**config.mk**
```make
export PLATFORM = sky130hd
export DESIGN_NAME = sprite_move_ctrl
export DESIGN_NICKNAME = d
export VERILOG_FILES = /design/src/rtl/vga_pkg.sv /design/src/rtl/btn_debounce.sv /design/src/rtl/sprite_move_ctrl.sv
export SDC_FILE = /design/constraint.sdc
export NUM_CORES = 1
export LEC_CHECK = 0
export BUFFER_PORTS_ARGS = -buffer_cell sky130_fd_sc_hd__buf_4
export CORE_UTILIZATION = 34
export DETAILED_ROUTE_END_ITERATION = 7
export PLACE_DENSITY = 0.58
export SYNTH_ARGS = -nofsm -noshare
export SYNTH_HDL_FRONTEND = slang
export SYNTH_SLANG_ARGS = --single-unit
```
**constraint.sdc**
```tcl
create_clock -name clk_100MHz -period 1.8 [get_ports clk_100MHz]
set_input_delay 0.36 -clock clk_100MHz [delete_from_list [all_inputs] [get_ports clk_100MHz]]
set_output_delay 0.36 -clock clk_100MHz [all_outputs]
set_load 0.005 [all_outputs]
```
**src/rtl/vga_pkg.sv**
```systemverilog
// Shared VGA definitions: active-area geometry, coordinate type, the motion
// FSM state encoding and the per-axis clamp-and-step helper.
package vga_pkg;

  localparam int H_ACTIVE = 640;
  localparam int V_ACTIVE = 480;
  localparam int COORD_W  = 10;

  typedef logic [COORD_W-1:0] coord_t;

  typedef enum logic [1:0] {
    ST_WAIT,
    ST_SAMPLE,
    ST_CALC,
    ST_COMMIT
  } move_state_t;

  // One axis of motion: dec/inc request a step down/up, both or neither hold.
  // The comparison is made before the arithmetic, so the unsigned result can
  // never wrap below 0 or overshoot max_pos.
  function automatic coord_t step_axis(input coord_t pos,
                                       input logic   dec,
                                       input logic   inc,
                                       input coord_t step,
                                       input coord_t max_pos);
    coord_t res;
    res = pos;
    if (dec && !inc) begin
      res = (pos < step) ? '0 : pos - step;
    end else if (inc && !dec) begin
      res = (pos > max_pos - step) ? max_pos : pos + step;
    end
    return res;
  endfunction

endpackage

```
**src/rtl/btn_debounce.sv**
```systemverilog
// Two-flop synchronizer followed by a counter debouncer. The debounced level
// follows the synchronized input only after it has differed for
// DEBOUNCE_CYCLES consecutive clocks; any bounce restarts the count.
module btn_debounce #(
  parameter int DEBOUNCE_CYCLES = 1_000_000
) (
  input  logic clk_100MHz,
  input  logic reset,
  input  logic btn,
  output logic btn_db
);

  localparam int CNT_W = $clog2(DEBOUNCE_CYCLES + 1);
  localparam logic [CNT_W-1:0] CNT_LAST = CNT_W'(DEBOUNCE_CYCLES - 1);

  logic [1:0]       sync;
  logic [CNT_W-1:0] cnt;

  // Bring the raw button into the clock domain.
  // NOTE: sequential state is updated with non-blocking assignments only, so
  // every flop samples the pre-edge value of the others regardless of order.
  always_ff @(posedge clk_100MHz or negedge reset) begin
    if (!reset) begin
      sync <= '0;
    end else begin
      sync <= {sync[0], btn};
    end
  end

  // Count consecutive clocks of disagreement; flip the level on the last one.
  always_ff @(posedge clk_100MHz or negedge reset) begin
    if (!reset) begin
      cnt    <= '0;
      btn_db <= 1'b0;
    end else if (sync[1] != btn_db) begin
      if (cnt == CNT_LAST) begin
        cnt    <= '0;
        btn_db <= sync[1];
      end else begin
        cnt <= cnt + CNT_W'(1);
      end
    end else begin
      cnt <= '0;
    end
  end

endmodule

```
**src/rtl/sprite_move_ctrl.sv**
```systemverilog
// Frame-synchronous square motion controller. At the first blanking line it
// samples the debounced direction buttons, computes a clamped new top-left
// position and commits it in one edge with a one-cycle move_done pulse.
module sprite_move_ctrl
  import vga_pkg::*;
#(
  parameter int SQ_SIZE         = 64,
  parameter int STEP            = 2,
  parameter int X_INIT          = 288,
  parameter int Y_INIT          = 208,
  parameter int FRAME_LINE      = 480,
  parameter int DEBOUNCE_CYCLES = 1_000_000
) (
  input  logic               clk_100MHz,
  input  logic               reset,
  input  logic               p_tick,
  input  logic [COORD_W-1:0] x,
  input  logic [COORD_W-1:0] y,
  input  logic               btnU,
  input  logic               btnL,
  input  logic               btnD,
  input  logic               btnR,
  output logic [COORD_W-1:0] sq_x,
  output logic [COORD_W-1:0] sq_y,
  output logic               move_done
);

  localparam coord_t X_MAX   = coord_t'(H_ACTIVE - SQ_SIZE);
  localparam coord_t Y_MAX   = coord_t'(V_ACTIVE - SQ_SIZE);
  localparam coord_t STEP_C  = coord_t'(STEP);
  localparam coord_t X_RST   = coord_t'(X_INIT);
  localparam coord_t Y_RST   = coord_t'(Y_INIT);
  localparam coord_t LINE_C  = coord_t'(FRAME_LINE);

  logic        btn_u_db, btn_l_db, btn_d_db, btn_r_db;
  logic        frame_start;
  move_state_t state, state_nxt;

  // Direction levels frozen at SAMPLE so late edges only affect next frame.
  logic   u_q, l_q, d_q, r_q;
  coord_t nx_q, ny_q;

  btn_debounce #(.DEBOUNCE_CYCLES(DEBOUNCE_CYCLES)) db_u (
    .clk_100MHz(clk_100MHz), .reset(reset), .btn(btnU), .btn_db(btn_u_db));
  btn_debounce #(.DEBOUNCE_CYCLES(DEBOUNCE_CYCLES)) db_l (
    .clk_100MHz(clk_100MHz), .reset(reset), .btn(btnL), .btn_db(btn_l_db));
  btn_debounce #(.DEBOUNCE_CYCLES(DEBOUNCE_CYCLES)) db_d (
    .clk_100MHz(clk_100MHz), .reset(reset), .btn(btnD), .btn_db(btn_d_db));
  btn_debounce #(.DEBOUNCE_CYCLES(DEBOUNCE_CYCLES)) db_r (
    .clk_100MHz(clk_100MHz), .reset(reset), .btn(btnR), .btn_db(btn_r_db));

  assign frame_start = p_tick && (x == '0) && (y == LINE_C);

  // FSM state register.
  always_ff @(posedge clk_100MHz or negedge reset) begin
    if (!reset) begin
      state <= ST_WAIT;
    end else begin
      state <= state_nxt;
    end
  end

  // Next-state logic: a fixed four-step walk started by frame_start.
  // NOTE: the default assignment first guarantees every path drives state_nxt,
  // so no latch is inferred.
  always_comb begin
    state_nxt = state;
    unique case (state)
      ST_WAIT:   if (frame_start) state_nxt = ST_SAMPLE;
      ST_SAMPLE: state_nxt = ST_CALC;
      ST_CALC:   state_nxt = ST_COMMIT;
      ST_COMMIT: state_nxt = ST_WAIT;
      default:   state_nxt = ST_WAIT;
    endcase
  end

  // Datapath: sample buttons, compute clamped position, commit and pulse.
  always_ff @(posedge clk_100MHz or negedge reset) begin
    if (!reset) begin
      u_q       <= 1'b0;
      l_q       <= 1'b0;
      d_q       <= 1'b0;
      r_q       <= 1'b0;
      nx_q      <= X_RST;
      ny_q      <= Y_RST;
      sq_x      <= X_RST;
      sq_y      <= Y_RST;
      move_done <= 1'b0;
    end else begin
      move_done <= 1'b0;
      unique case (state)
        ST_SAMPLE: begin
          u_q <= btn_u_db;
          l_q <= btn_l_db;
          d_q <= btn_d_db;
          r_q <= btn_r_db;
        end
        ST_CALC: begin
          nx_q <= step_axis(sq_x, l_q, r_q, STEP_C, X_MAX);
          ny_q <= step_axis(sq_y, u_q, d_q, STEP_C, Y_MAX);
        end
        ST_COMMIT: begin
          sq_x      <= nx_q;
          sq_y      <= ny_q;
          move_done <= 1'b1;
        end
        default: ;
      endcase
    end
  end

endmodule

```
==> reports/results.ini <==
[synth]
postSynthCellCount=754
synthDistinctLibCells=62
synth.net_count=794
synth_edf_count=0
postSynthAreaPerCell_um2=9.76
seq_area_frac_synth_pct=47.4
synth_area_leader_cell=dfrtp_1
syn-cell-area_um2=7360
ys_warn_count=0
synth_common_cells=dfrtp_1, nor2_1, nand2_1
ys_top_cells_by_area=dfrtp_1, xnor2_1, xor2_1
ys_ff_latch=139
yosysMostFrequentCell=dfrtp_1
ys.flop_type=dfrtp_1
yosys.area.top_type_share_pct=43.8
synthArstFlopShare_pct=100

[clock_network]
cts_sinks=139
clk_path_buf_depth=2
cts_buffers=17
clock_latency_ns=0.42
path_clk_slew_ns=0.06
cts_tree=yes
ctsRootBufferMaster=clkbuf_16
htree_levels=4

[floorplanning]
start_util_pct=34.8
die_h_um=149
io_pins=48
coreArea_um2=21200
die_w_um=149
dieArea_um2=22200
rows=53

[route]
wl_um=16900
viasPerCell=5.09
top_layer_used=met4
drcViolationCount=0
drtAntennaViolNets=0
wl_per_cell_um=14.4
firstDrtPassIters=5
num_vias=5984
met2WireLength_um=7930
wl_met3_um=547
drtIter0Drc=301
wl_met1_um=8240

[outcome]
status=completed

[cells_and_area]
diodes=0
final_area_um2=9460
syn2layout_area_growth_pct=28.5
final_util_pct=44.7
drive_gt1_share_pct=28.2
final_nets=928

[placed_design]
dp_hpwl_um=11900
dpl_cell_area_um2=8730
io_buffers=47
place.gp.congestion=0.848

[sta]
worst_pin_slew_ns=0.563
finClkSkew_ns=0.00923
min_period_ns=1.80
final-setup-viol-count=0
rsz0062_at_grt=true
whs_ns=0.0472
slew_headroom_pct=62.1
fmax_mhz=557
hold_viol=0
setup-tns-final_ns=0
post-route-period-util_pct=99.8
drv_slew=0

[grt]
grt_pass1_wl_um=28800
grt_max_degree=38
grt_overflow=0
grtUsageTotal_pct=16.2
antenna_found_initial=0
grt_pass1_vias=5965

[critical_path]
crit_fanout=6
critical-path-max-stage-delay_ns=0.49
r2r_start=db_u.cnt[0]
worstPathRequired_ns=2.14
path_class=reg -> reg
crit_chain=ha_2 > nand4_1 > or4_4 > or3_1 > a21oi_1
end_kind=flop
crit_arrival_ns=2.14
critPathLaunch=db_u.cnt[0]
slowest_stage=or4_4
cp-start-kind=flop

[min_path]
hold_path.class=in -> reg
min_from=btnL

[power_and_ir_drop]
power_density_nw_per_um2=962
max-vdd-ir-drop_mv=0.630
cellLeakagePower_nw=3.91

[flow_run]
max_cap_viol_count=0

[through the flow]
stage | total power [W] | worst slack, ns | instances
2_1_floorplan | 0.00477 | -0.00258 | 754
3_3_place_gp | 0.00575 | -0.0543 | 1136
3_5_place_dp | 0.00577 | -0.0631 | 1136
4_1_cts | 0.00913 | 0.00113 | 1172
5_1_grt | 0.00963 | -0.0748 | 1176
6_report | 0.00910 | 0.00320 | 1176
[final timing paths]
path / endpoint / slack (ns) / cells after the start
max: db_u.cnt[18] / 0.003 / 5
min: db_l.sync[0] / 0.05 / 1
max reg2reg: db_u.cnt[18] / 0.003 / 5
min reg2reg: db_u.sync[1] / 0.35 / 0
max in group asynchronous: nx_q[8] / 0.72 / 3
min in group asynchronous: db_d.cnt[9] / 0.42 / 2
[cell type report]
cell class / instances / area, µm²
clock inverter: 14 / 125
timing repair buffer: 148 / 1200
clock buffer: 18 / 429
inverter: 30 / 113
fill: 2029 / 11700
multi-input combinational: 552 / 3750
sequential: 139 / 3490
tap: 275 / 344
[cell families (layout without fill, tap and decap cells)]
group	count (synthesis)	count (layout)	synth area share (%)
DFF	139	139	47.4
and+or+nand+nor	325	325	23.8
AOI/OAI and AO/OA	123	123	11.6
buffers and inverters	63	210	3.33
muxes	26	26	3.93
adders and majority gates	13	13	2.21
xor gates and xnor gates	65	65	7.73
[placed cells by master (no fill, tap or decap), drive strengths merged, types with 14 or more instances in the layout]
cell	instances
o21ai	31
nor2	73
mux2	23
buf	147
o31ai	14
nor4	16
nand4	29
xnor2	33
inv	31
a21oi	26
or3	17
nand2	45
nand3	45
clkbuf	18
nor3	18
xor2	32
dfrtp	129
[registers in the layout, indices dropped and copies added, names as in the netlist, 10 cells and up]
register	count
db_u.cnt	20
db_l.cnt	20
sq_x	10
sq_y	10
nx_q	10
db_d.cnt	20
db_r.cnt	20
ny_q	10
[critical path, delay by kind of cell, from the launching register on]
kind                       cells  cell delay [ns]
and+or+nand+nor                3             1.01
DFF                            1             0.37
adders and majority gates      1             0.21
AOI/OAI and AO/OA              1             0.14
[report_power, final]
group          internal, W  switching (W)  total, W
clock network      0.00190        0.00140   0.00329
logic              0.00111        0.00114   0.00225
registers          0.00336       0.000200   0.00356
total              0.00636        0.00274   0.00910
[metal layers]
layer | track usage (%) | vias up
met5 | 0 | -
met4 | 4.08 | 0
met3 | 3.88 | 15
met2 | 26.4 | 79
met1 | 21.5 | 2882
li1 | - | 3008
[timing repair]
item | in CTS | in global routing
hold buffers | 1 | 0
buffers inserted | 3 | 4
setup endpoints to repair | 3 | 43
hold endpoints to repair | 31 | 0
gates resized for setup | 0 | 29
pin swaps | 2 | 6
Note: power is estimated with default switching activity, not from simulation.
